**config.mk**
```make
export PLATFORM = sky130hd
export DESIGN_NAME = fetch_unit
export DESIGN_NICKNAME = d
export VERILOG_FILES = /design/src/rtl/fetch_unit.sv
export SDC_FILE = /design/constraint.sdc
export NUM_CORES = 1
export LEC_CHECK = 0
export CAP_MARGIN = 5
export CORE_MARGIN = 5
export CORE_UTILIZATION = 42
export CTS_BUF_LIST = sky130_fd_sc_hd__clkbuf_16
export CTS_CLUSTER_DIAMETER = 120
export DETAILED_ROUTE_END_ITERATION = 6
export PLACE_DENSITY = 0.78
export SLEW_MARGIN = 20
export SYNTH_ARGS = -nofsm -noshare
export SYNTH_HDL_FRONTEND = slang
export SYNTH_SLANG_ARGS = --single-unit
```
**constraint.sdc**
```tcl
create_clock -name clk -period 6 [get_ports clk]
set_input_delay 1.5 -clock clk [delete_from_list [all_inputs] [get_ports clk]]
set_output_delay 1.5 -clock clk [all_outputs]
set_load 0.05 [all_outputs]
```
**src/rtl/fetch_unit.sv**
```systemverilog
// rtl/fetch_unit.sv - instruction fetch: request, hold for decode, advance or redirect
// Optional FETCH_MISALIGN_CHECK_EN traps misaligned redirect targets into a sticky error state.
module fetch_unit #(
    parameter logic [31:0] RESET_PC = 32'h0000_0000
) (
    input  logic        clk,
    input  logic        rst,
    output logic        imem_req,
    output logic [31:0] imem_addr,
    input  logic        imem_ack,
    input  logic [31:0] imem_rdata,
    input  logic        stall,
    input  logic        pc_redirect,
    input  logic [31:0] pc_target,
    output logic        instr_valid,
    output logic [31:0] instr,
    output logic [31:0] instr_pc,
    output logic [31:0] pc_plus4,
    output logic [31:0] fetch_count,
    output logic        misalign_err
);

    typedef enum logic [1:0] {
        S_REQ  = 2'd0,
        S_HOLD = 2'd1,
        S_ERR  = 2'd2
    } state_t;

    localparam logic [31:0] NOP = 32'h0000_0013;

    state_t      state;
    logic [31:0] pc;
    logic        req_q;
    logic        valid_q;

    assign imem_req    = req_q;
    assign instr_valid = valid_q;
    assign imem_addr   = pc;
    assign pc_plus4    = instr_pc + 32'd4;

`ifdef FETCH_MISALIGN_CHECK_EN
    logic err_q;
    assign misalign_err = err_q;
`else
    assign misalign_err = 1'b0;
`endif

    always_ff @(posedge clk) begin
        if (rst) begin
            state       <= S_REQ;
            pc          <= RESET_PC;
            instr       <= NOP;
            instr_pc    <= 32'h0000_0000;
            fetch_count <= 32'h0000_0000;
            req_q       <= 1'b1;
            valid_q     <= 1'b0;
`ifdef FETCH_MISALIGN_CHECK_EN
            err_q       <= 1'b0;
`endif
        end else begin
            case (state)
                S_REQ: begin
                    if (imem_ack) begin
                        instr       <= imem_rdata;
                        instr_pc    <= pc;
                        fetch_count <= fetch_count + 32'd1;
                        state       <= S_HOLD;
                        req_q       <= 1'b0;
                        valid_q     <= 1'b1;
                    end
                end
                S_HOLD: begin
                    // stall wins over redirect: the instruction is still owned by decode
                    if (!stall) begin
                        valid_q <= 1'b0;
                        if (pc_redirect) begin
`ifdef FETCH_MISALIGN_CHECK_EN
                            if (pc_target[1:0] != 2'b00) begin
                                state <= S_ERR;
                                err_q <= 1'b1;
                            end else begin
                                pc    <= pc_target;
                                state <= S_REQ;
                                req_q <= 1'b1;
                            end
`else
                            pc    <= pc_target & 32'hFFFF_FFFC;
                            state <= S_REQ;
                            req_q <= 1'b1;
`endif
                        end else begin
                            pc    <= pc_plus4;
                            state <= S_REQ;
                            req_q <= 1'b1;
                        end
                    end
                end
                S_ERR: begin
                    state   <= S_ERR;
                    req_q   <= 1'b0;
                    valid_q <= 1'b0;
                end
                default: begin
                    state   <= S_REQ;
                    req_q   <= 1'b1;
                    valid_q <= 1'b0;
                end
            endcase
        end
    end

endmodule

```
* Word level (Yosys, flattened, before mapping)
Cells that the tools add are included.
Storage, ports and cells: register bits after elaboration 132, output and inout port bits 163, word-level logic and storage cells 28
Cells by class: add/subtract/negate cells 2, eq/ne operators 4, muxes and demuxes 10, bitwise operators 1, reductions and logical operators 4
Operators by type and width (number):
- $add A32 B1 Y32 const B | 1
- $add A32 B3 Y32 const B | 1
- $mux W32 | 1
- $pmux W2 S3 | 1
- $reduce_and A2 Y1 | 3
- $mux W1 | 4
- $mux W2 | 2
- $ne A2 B2 Y1 const B | 2
- $pmux W1 S3 | 1
- $eq A2 B1 Y1 const B | 1
- $eq A2 B2 Y1 const B | 1
- $logic_not A2 Y1 | 1
- $pmux W1 S2 | 1
- $not A1 Y1 | 1

* Logic depth before layout (Yosys ltp)
Gate-level depths: netlist (run 1).
depth after elaboration 3, depth in mapped cells 7, mapped depth without buffers 6

* Worst setup path after synthesis (run 1)
Ideal clock, no wire load.
kind register to output, from reg instr_pc[2], to out pc_plus4[28], arrival time 2.700 ns, setup slack 1.800 ns, stages on the path, launching flop included 7, cells stage by stage dfxtp_1 -> ha_1 -> nand2_1 -> or4_4 -> buf_6 -> nor4_4 -> xor2_1
Between the ends: cells in the longest elaborated chain, start to end 1
Ends and longest elaborated chain:
- start, declared | RTL line 17 | output logic [31:0] instr_pc,
- start signal, assigned | RTL line 65 | instr_pc <= pc;
- $add A32 B3 Y32 | RTL line 39 | assign pc_plus4 = instr_pc + 32'd4;
- end, declared | RTL line 18 | output logic [31:0] pc_plus4,
No other way between the ends.

* Worst setup path after layout (run 1)
from reg instr_pc[6], to out pc_plus4[31]
The elaborated chain is that of the path after synthesis.

==> qor.csv, run 1 <==
stage;metric;value;unit
run_status;status;finished clean;
timing;clock_skew;0.00869;ns
clock_network;cts.repair.resized;0;
place;gp_congestion;0.840;
clock_network;clkTransAtPathRegs;0.05;ns
setup_path;critPathKind;flip-flop to primary output;
timing;finalSetupViolations;0;
timing;rsz0062_at_grt;false;
drt;wl;18000;um
drt;initialDrtViolationCount;259;
cells_and_area;fin_cells;1129;
cells_and_area;num_antenna_cells;0;
die;ioPinCount;232;
clock_network;cts_buffer_depth;2;
drt;wl_per_cell;15.9;um
yosys;synthCells;737;
yosys;synthFlopType;dfxtp_1;
die;die_w;128;um
place;io_buffer_count;228;
drt;dr.pass1.iters;5;
cells_and_area;syn_to_final_growth;49.9;%
grt;grt_pass1_wl;28800;um
place;post-place-cells;1098;
power_and_ir_drop;ir_drop;0.155;mV
grt;grt_pass1_vias;5600;
cells_and_area;finalInstanceArea;8800;um2
clock_network;post-cts-setup-buffers;0;
die;chipHeight;128;um
die;coreArea;13800;um2
drt;ant_nets;0;
setup_path;endpoint_kind;primary output;
setup_path;worst_ep_arrival_time;3.30;ns
timing;slew_headroom;32.6;%
die;rows;43;
drt;dr_total_vias;5779;
clock_network;clk_latency;0.41;ns
setup_path;worstSetupStartpointType;flip-flop;
job;cap_violations;0;
power_and_ir_drop;power_density;257;nW/um2
cells_and_area;drive_above_1_share;5.80;%
timing;fmax;0.208;GHz
yosys;syn-num-nets;808;
timing;slew_viol_final;0;
place;post-dp-hpwl;12300;um
cells_and_area;nNetsFinal;1008;
yosys;yosys_register_bits;132;
die;dieArea;16400;um2
die;start_util;42.6;%
yosys;synthesis.area;5870;um2
yosys;synth_compound_area_share;13.2;%
timing;tightest_slew;1.01;ns
grt;grt.total_usage;21.8;%
clock_network;cts_tree;built;
hold_path;min-delay-path-class;flip-flop to flip-flop;
setup_path;cp.required;4.50;ns
setup_path;critical_path.max_fanout;11;
yosys;synth.area.mux_share;0.171;%
clock_network;cts-buffers-inserted;17;
yosys;synth_warnings;0;
timing;fin_setup_tns;0;ns
yosys;synthAdderAreaFrac;0.426;%
clock_network;clkSinkCount;132;
yosys;synth_area_per_cell;7.96;um2
yosys;synth_edf_count;0;
clock_network;ctsHtreeMaxLevel;4;
yosys;synth-xor-area-share;7.74;%
timing;min_period;4.80;ns
drt;viasPerCell;5.12;
place;placed_area;8200;um2
clock_network;cts_hold_repair.buffers;0;
grt;grt_max_degree;94;
cells_and_area;finish.utilization;63.9;%
yosys;async_flop_share;0;%
yosys;yosysUniqueCellTypes;47;
timing;hold_viol_final;0;
yosys;synthSimpleGateAreaFrac;28.1;%
yosys;synth_top_family_by_area;simple AND/OR/NAND/NOR gates;
timing;fin_crit_sh;80.0;%
power_and_ir_drop;p_leak;0.00311;uW
yosys;synth_seq_area_share;45.0;%
grt;overflow;0;
grt;antenna_found_initial;0;
clock_network;cts_root_buf;clkbuf_16;
drt;drc;0;
==> Yosys cell counts (3+ instances only) <==
cell	number	area, um2
nand2_1	175	657
dfxtp_1	132	2640
a21oi_1	96	480
clkbuf_1	43	161
nor2_1	38	143
xnor2_1	30	263
nor3_1	23	115
inv_1	21	78.8
nand3_1	21	105
xor2_1	20	175
o21ai_0	14	70.1
and3_1	10	62.6
o2bb2ai_1	10	87.6
nand4_1	9	56.3
a31oi_1	8	50.1
and4_1	8	70.1
nor4_1	8	50.1
nand2b_1	7	43.8
nor3_2	7	70.1
nand3b_1	6	45.0
or3_1	6	37.5
and2_1	4	25.0
buf_4	4	30.0
o211ai_1	4	30.0
buf_1	3	11.3
==> final timing paths <==
path	from	endpoint	slack, ns	depth (start not counted)
min reg2reg	instr[17]$_SDFFE_PP0P_	instr[17]$_SDFFE_PP0P_	0.45	2
max	instr_pc[6]$_SDFFE_PP0P_	pc_plus4[31]	1.20	5
max reg2reg	instr_pc[6]$_SDFFE_PP0P_	imem_addr[25]$_SDFFE_PP0P_	3.71	5
min	instr[17]$_SDFFE_PP0P_	instr[17]$_SDFFE_PP0P_	0.45	2
==> state kept, by name (all words and copies together) (netlist names) <==
name and count:
instr 32, imem_req 1, instr_valid 1, imem_addr 32
fetch_count 32, state 2, instr_pc 32
==> cell type report <==
class,instances,area [um2]
inverters,21,78.8
repair buffers,234,2320
well taps,180,225
clock buffers,17,425
clock inverters,14,169
fillers,1204,4980
flip-flops and latches,132,2640
multi-input cells,531,2930
==> logic make-up after synthesis <==
group,after synthesis
AND/OR/NAND/NOR,337
AO/OA/AOI/OAI,139
flip-flops,132
buffers and inverters,74
XOR/XNOR,51
adder cells (fa/ha/maj),2
other,1
multiplexers,1
==> routing by layer <==
layer  GRT usage [%]  part of all wire (%)  vias to the layer above
met5               0                     0                        -
met4            7.99                   2.0                        0
met3            6.67                   6.8                       27
met1            26.6                    42                     2699
li1                -                     -                     2876
met2            36.1                    49                      177
==> where the power goes <==
part | switching (uW) | internal, uW
Sequential | 17.2 | 902
Clock | 372 | 683
Combinational | 183 | 106
Total | 572 | 1690
==> cells in the final DEF (no fill, tap or decap), types with 7 or more instances in the layout <==
| cell | instances |
|---|---|
| clkdlybuf4s50_1 | 227 |
| nand2_1 | 175 |
| dfxtp_1 | 132 |
| a21oi_1 | 96 |
| nor2_1 | 37 |
| xnor2_1 | 30 |
| nor3_1 | 23 |
| inv_1 | 22 |
| nand3_1 | 21 |
| xor2_1 | 20 |
| clkbuf_16 | 17 |
| o21ai_0 | 14 |
| and3_1 | 10 |
| o2bb2ai_1 | 10 |
| nand4_1 | 9 |
| and4_1 | 8 |
| nor4_1 | 8 |
| a31oi_1 | 8 |
| nor3_2 | 7 |
| buf_4 | 7 |
==> per-stage QoR <==
step / setup WS [ns] / hold WS [ns] / power [uW]
after floorplan: 1.80 / 0.497 / 1110
after global routing: 0.980 / 0.477 / 2350
final: 1.20 / 0.453 / 2260
after detailed placement: 1.62 / 0.447 / 1230
after global placement: 1.63 / 0.442 / 1230
after CTS: 1.16 / 0.455 / 2290
==> critical path, cell delays in order, from the launching register on <==
cell and delay [ns]:
dfxtp_1 0.44, nand4_2 0.28, or4_1 0.80, nor4_4 0.29
xor2_1 0.22, clkdlybuf4s50_1 0.86
No activity file was read; power rests on OpenSTA's default activity.
==> run 2, diff against run 1 <==
- clock period: 6 -> 5 ns (I/O delays scaled with it)
==> qor.csv, run 2 (synthesized netlist as in run 1, its figures left out) <==
stage;metric;value;unit;change
cells_and_area;layout_commonest_cell;clkdlybuf4s50_1;;unchanged
hold_path;min-delay-path-class;flip-flop to flip-flop;;unchanged
power_and_ir_drop;p_leak;0.00310;uW;was 0.00311 uW
cells_and_area;syn_to_final_growth;50.2;%;was 49.9%
cells_and_area;nNetsFinal;1008;;unchanged
cells_and_area;finalInstanceArea;8820;um2;was 8800 um2
timing;fmax;0.218;GHz;
hold_path;worstHoldStart;instr[18]$_SDFFE_PP0P_;;was instr[17]$_SDFFE_PP0P_
job;cap_violations;0;;unchanged
clock_network;post-cts-setup-buffers;0;;unchanged
grt;overflow;0;;unchanged
cells_and_area;final_cell_mix;227 x clkdlybuf4s50_1, 175 x nand2_1, 132 x dfxtp_1, 96 x a21oi_1, 37 x nor2_1;;unchanged
timing;tightest_slew;1.04;ns;was 1.01 ns
timing;min_period;4.59;ns;
die;start_util;42.6;%;unchanged
drt;wl;17800;um;was 18000 um
cells_and_area;fillers;1203;;was 1204
setup_path;rr_worst_depth;5;;unchanged
setup_path;r2r-end;imem_addr[25]$_SDFFE_PP0P_;;unchanged
grt;grt_pass1_vias;5543;;was 5600
place;gp_congestion;0.829;;was 0.840
timing;fin_crit_sh;91.9;%;
clock_network;cts-buffers-inserted;17;;unchanged
cells_and_area;register_area;2640;um2;unchanged
timing;rsz0062_at_grt;false;;unchanged
cells_and_area;drive_above_1_share;5.89;%;was 5.80%
grt;grt_pass1_wl;28700;um;was 28800 um
timing;finalSetupViolations;0;;unchanged
power_and_ir_drop;power_density;310;nW/um2;was 257 nW/um2
timing;fin_setup_tns;0;ns;unchanged
place;io_buffer_count;228;;unchanged
die;chipHeight;128;um;unchanged
cells_and_area;multiInputGateArea;2930;um2;unchanged
timing;setup_slack;0.407;ns;was 1.20 ns
clock_network;cts_buffer_depth;2;;unchanged
drt;initialDrtViolationCount;296;;was 259
grt;antenna_found_initial;0;;unchanged
clock_network;clk_latency;0.41;ns;about the same
die;ioPinCount;232;;unchanged
setup_path;cp.required;3.75;ns;was 4.50 ns
die;dieArea;16400;um2;unchanged
setup_path;worstPathCellList;nand4_2, or4_1, nor4_4, xor2_1, clkdlybuf4s50_1;;unchanged
grt;grt.total_usage;21.5;%;was 21.8%
power_and_ir_drop;ir_drop;0.213;mV;was 0.155 mV
drt;ant_nets;0;;unchanged
run_status;status;finished clean;;unchanged
drt;viasPerCell;5.10;;was 5.12
timing;clock_skew;0.00863;ns;was 0.00869 ns
hold_path;holdPathEnd;instr[18]$_SDFFE_PP0P_;;was instr[17]$_SDFFE_PP0P_
clock_network;cts_tree;built;;unchanged
clock_network;ctsHtreeMaxLevel;4;;unchanged
setup_path;worstSetupStartpointType;flip-flop;;unchanged
clock_network;cts.repair.resized;0;;unchanged
timing;hold_ws;0.451;ns;was 0.453 ns
drt;dr_total_vias;5763;;was 5779
timing;slew_headroom;30.6;%;was 32.6%
timing;slew_viol_final;0;;unchanged
setup_path;worst_ep_arrival_time;3.34;ns;was 3.30 ns
clock_network;clkSinkCount;132;;unchanged
place;place_ws;0.858;ns;was 1.62 ns
grt;grt_max_degree;100;;was 94
die;rows;43;;unchanged
place;post-dp-hpwl;12400;um;was 12300 um
setup_path;r2r_start;instr_pc[6]$_SDFFE_PP0P_;;unchanged
setup_path;critical_path.max_fanout;11;;unchanged
die;coreArea;13800;um2;unchanged
setup_path;endpoint_kind;primary output;;unchanged
drt;dr.pass1.iters;4;;was 5
cells_and_area;num_antenna_cells;0;;unchanged
place;placed_area;8200;um2;unchanged
clock_network;clkTransAtPathRegs;0.06;ns;was 0.05 ns
die;die_w;128;um;unchanged
setup_path;critPathKind;flip-flop to primary output;;unchanged
hold_path;min_path_cells;2;;unchanged
clock_network;cts_hold_repair.buffers;0;;unchanged
power_and_ir_drop;power;2730;uW;was 2260 uW
clock_network;cts_root_buf;clkbuf_16;;unchanged
setup_path;slowest_stage;clkdlybuf4s50_1;;unchanged
setup_path;cpPeakStageDelay;0.86;ns;about the same
timing;hold_viol_final;0;;unchanged
drt;drc;0;;unchanged
drt;wl_per_cell;15.8;um;was 15.9 um
setup_path;regToRegSetupSlack;2.66;ns;was 3.71 ns
## run 2: cell type report
class	count	area share, %
Tap cell	180	2.55
Sequential cell	132	30.0
Clock inverter	15	2.14
Multi-Input combinational cell	531	33.2
Clock buffer	17	4.83
Inverter	21	0.894
Timing Repair Buffer	234	26.4
## run 2: worst max path at each step
stage | depth (start not counted) | slack (ns) | to | startpoint
2_1_floorplan | 6 | 1.05 | pc_plus4[28] | instr_pc[2]$_SDFFE_PP0P_
3_3_place_gp | 5 | 0.90 | pc_plus4[31] | instr_pc[6]$_SDFFE_PP0P_
3_5_place_dp | 5 | 0.86 | pc_plus4[31] | instr_pc[6]$_SDFFE_PP0P_
4_1_cts | 5 | 0.39 | pc_plus4[31] | instr_pc[6]$_SDFFE_PP0P_
5_1_grt | 5 | 0.21 | pc_plus4[31] | instr_pc[6]$_SDFFE_PP0P_
6_report | 5 | 0.41 | pc_plus4[31] | instr_pc[6]$_SDFFE_PP0P_
## run 2: where the power goes
part           leakage [uW]  switching (uW)  internal, uW
Combinational       0.00174             220           127
Sequential          0.00107            20.8          1080
Clock              0.000287             456           827
## run 2: routing by layer
metal  vias up  GRT usage (%)  share of wire, %
li1       2881              -                 -
met1      2680           26.6                42
met2       178           35.6                49
met3        24           6.25               7.5
met4         0           7.99               2.1
met5         -              0                 0
## run 2: per-stage QoR
step	instances	utilization, %
floorplan	737	-
global placement	1098	59.5
detailed placement	1098	59.5
CTS	1130	64.0
global route	1130	64.0
finish	1130	64.0
## run 2: critical path, delay by kind of cell (launching register included)
kind	cells	cell delay, ns
AND/OR/NAND/NOR	3	1.39
buffers and inverters	1	0.86
XOR/XNOR	1	0.22
flip-flops	1	0.45
==> run 3, diff against run 2 <==
- MAX_ROUTING_LAYER: not set -> met4
==> qor.csv, run 3 (synthesized netlist as in run 1, its figures left out) <==
stage;metric;value;unit;change
grt;grt_pass1_wl;28600;um;was 28700 um
grt;grt_max_degree;100;;unchanged
timing;rsz0062_at_grt;false;;unchanged
clock_network;cts.repair.resized;0;;unchanged
cells_and_area;final_cell_mix;227 x clkdlybuf4s50_1, 175 x nand2_1, 132 x dfxtp_1, 96 x a21oi_1, 37 x nor2_1;;unchanged
power_and_ir_drop;power_frac_seq;40.4;%;about the same
place;gp_congestion;0.842;;was 0.829
cells_and_area;layout_commonest_cell;clkdlybuf4s50_1;;unchanged
power_and_ir_drop;power_density;310;nW/um2;about the same
cells_and_area;nNetsFinal;1008;;unchanged
grt;grt.total_usage;22.2;%;was 21.5%
drt;drc;0;;unchanged
timing;hold_ws;0.451;ns;about the same
timing;tightest_slew;1.04;ns;about the same
power_and_ir_drop;internal_power;2040;uW;about the same
power_and_ir_drop;clkPwrFrac;46.9;%;about the same
clock_network;cts_hold_repair.buffers;0;;unchanged
clock_network;clkTransAtPathRegs;0.06;ns;about the same
power_and_ir_drop;p_sw_share;25.5;%;about the same
clock_network;cts_tree;built;;unchanged
place;post-place-cells;1098;;unchanged
timing;slew_headroom;30.6;%;about the same
timing;slew_viol_final;0;;unchanged
clock_network;clk_latency;0.41;ns;about the same
job;cap_violations;0;;unchanged
drt;wl_per_cell;15.8;um;about the same
clock_network;ctsHtreeMaxLevel;4;;unchanged
timing;fin_crit_sh;91.8;%;was 91.9%
timing;fin_setup_tns;0;ns;unchanged
die;dieArea;16400;um2;unchanged
clock_network;cts-buffers-inserted;17;;unchanged
cells_and_area;num_antenna_cells;0;;unchanged
cells_and_area;syn_to_final_growth;50.2;%;unchanged
die;die_w;128;um;unchanged
place;io_buffer_count;228;;unchanged
clock_network;cts_buffer_depth;2;;unchanged
timing;clock_skew;0.00704;ns;was 0.00863 ns
cells_and_area;drive_above_1_share;5.89;%;unchanged
setup_path;critical_path.max_fanout;11;;unchanged
drt;initialDrtViolationCount;285;;was 296
power_and_ir_drop;p_sw;696;uW;about the same
timing;fmax;0.218;GHz;about the same
power_and_ir_drop;p_leak;0.00310;uW;unchanged
cells_and_area;finish.utilization;64.0;%;unchanged
drt;dr.pass1.iters;4;;unchanged
timing;finalSetupViolations;0;;unchanged
power_and_ir_drop;combinationalPowerShare;12.7;%;about the same
place;post-dp-hpwl;12400;um;unchanged
drt;dr_total_vias;5772;;was 5763
setup_path;critPathKind;flip-flop to primary output;;unchanged
clock_network;clkSinkCount;132;;unchanged
drt;viasPerCell;5.11;;was 5.10
clock_network;post-cts-setup-buffers;0;;unchanged
run_status;status;finished clean;;unchanged
timing;min_period;4.59;ns;about the same
setup_path;worstSetupStartpointType;flip-flop;;unchanged
clock_network;cts_root_buf;clkbuf_16;;unchanged
power_and_ir_drop;ir_drop;0.213;mV;about the same
drt;wl;17900;um;was 17800 um
grt;overflow;0;;unchanged
grt;grt_pass1_vias;5561;;was 5543
die;rows;43;;unchanged
grt;antenna_found_initial;0;;unchanged
setup_path;endpoint_kind;primary output;;unchanged
setup_path;worst_ep_arrival_time;3.34;ns;about the same
drt;ant_nets;0;;unchanged
hold_path;min-delay-path-class;flip-flop to flip-flop;;unchanged
setup_path;cp.required;3.75;ns;about the same
die;chipHeight;128;um;unchanged
cells_and_area;fin_cells;1130;;unchanged
die;start_util;42.6;%;unchanged
die;ioPinCount;232;;unchanged
timing;hold_viol_final;0;;unchanged
die;coreArea;13800;um2;unchanged
run 3: final cells by class:
cell class              instances  area, um2
repair buffers                234       2320
inverters                      21       78.8
clock inverters                15        189
well taps                     180        225
flip-flops and latches        132       2640
multi-input cells             531       2930
clock buffers                  17        425
fillers                      1203       4960
run 3: worst max-delay path, stage by stage (launching register included):
cell and delay (ns):
dfxtp_1 0.45, nand4_2 0.30, or4_1 0.80, nor4_4 0.29
xor2_1 0.22, clkdlybuf4s50_1 0.86
run 3: power by group through the flow:
| stage | combinational, uW | clock, uW | sequential [uW] |
|---|---|---|---|
| after floorplan | 105 | 0 | 1220 |
| after global placement | 348 | 0 | 1120 |
| after detailed placement | 349 | 0 | 1130 |
| after CTS | 350 | 1310 | 1100 |
| after global routing | 367 | 1370 | 1110 |
| final | 347 | 1280 | 1100 |
run 3: per-stage QoR:
step                      worst slack [ns]  power (uW)  instance area, um2
after floorplan                       1.05        1330                5870
after global routing                 0.198        2840                8820
final                                0.409        2730                8820
after global placement               0.899        1470                8200
after detailed placement             0.858        1480                8200
after CTS                            0.388        2760                8820
run 3: final timing paths:
kind | from | end | slack, ns | cells after the start
worst min-delay path | instr[18]$_SDFFE_PP0P_ | instr[18]$_SDFFE_PP0P_ | 0.45 | 2
worst min register to register | instr[18]$_SDFFE_PP0P_ | instr[18]$_SDFFE_PP0P_ | 0.45 | 2
worst max-delay path | instr_pc[6]$_SDFFE_PP0P_ | pc_plus4[31] | 0.41 | 5
worst max register to register | instr_pc[6]$_SDFFE_PP0P_ | imem_addr[25]$_SDFFE_PP0P_ | 2.66 | 5
run 3: per-layer routing:
| layer | wire [um] | GRT usage [%] | vias up |
|---|---|---|---|
| li1 | - | - | 2883 |
| met3 | 1140 | 5.21 | 24 |
| met4 | 373 | 7.99 | 0 |
| met1 | 7610 | 27.1 | 2692 |
| met5 | 0 | - | - |
| met2 | 8750 | 35.7 | 173 |
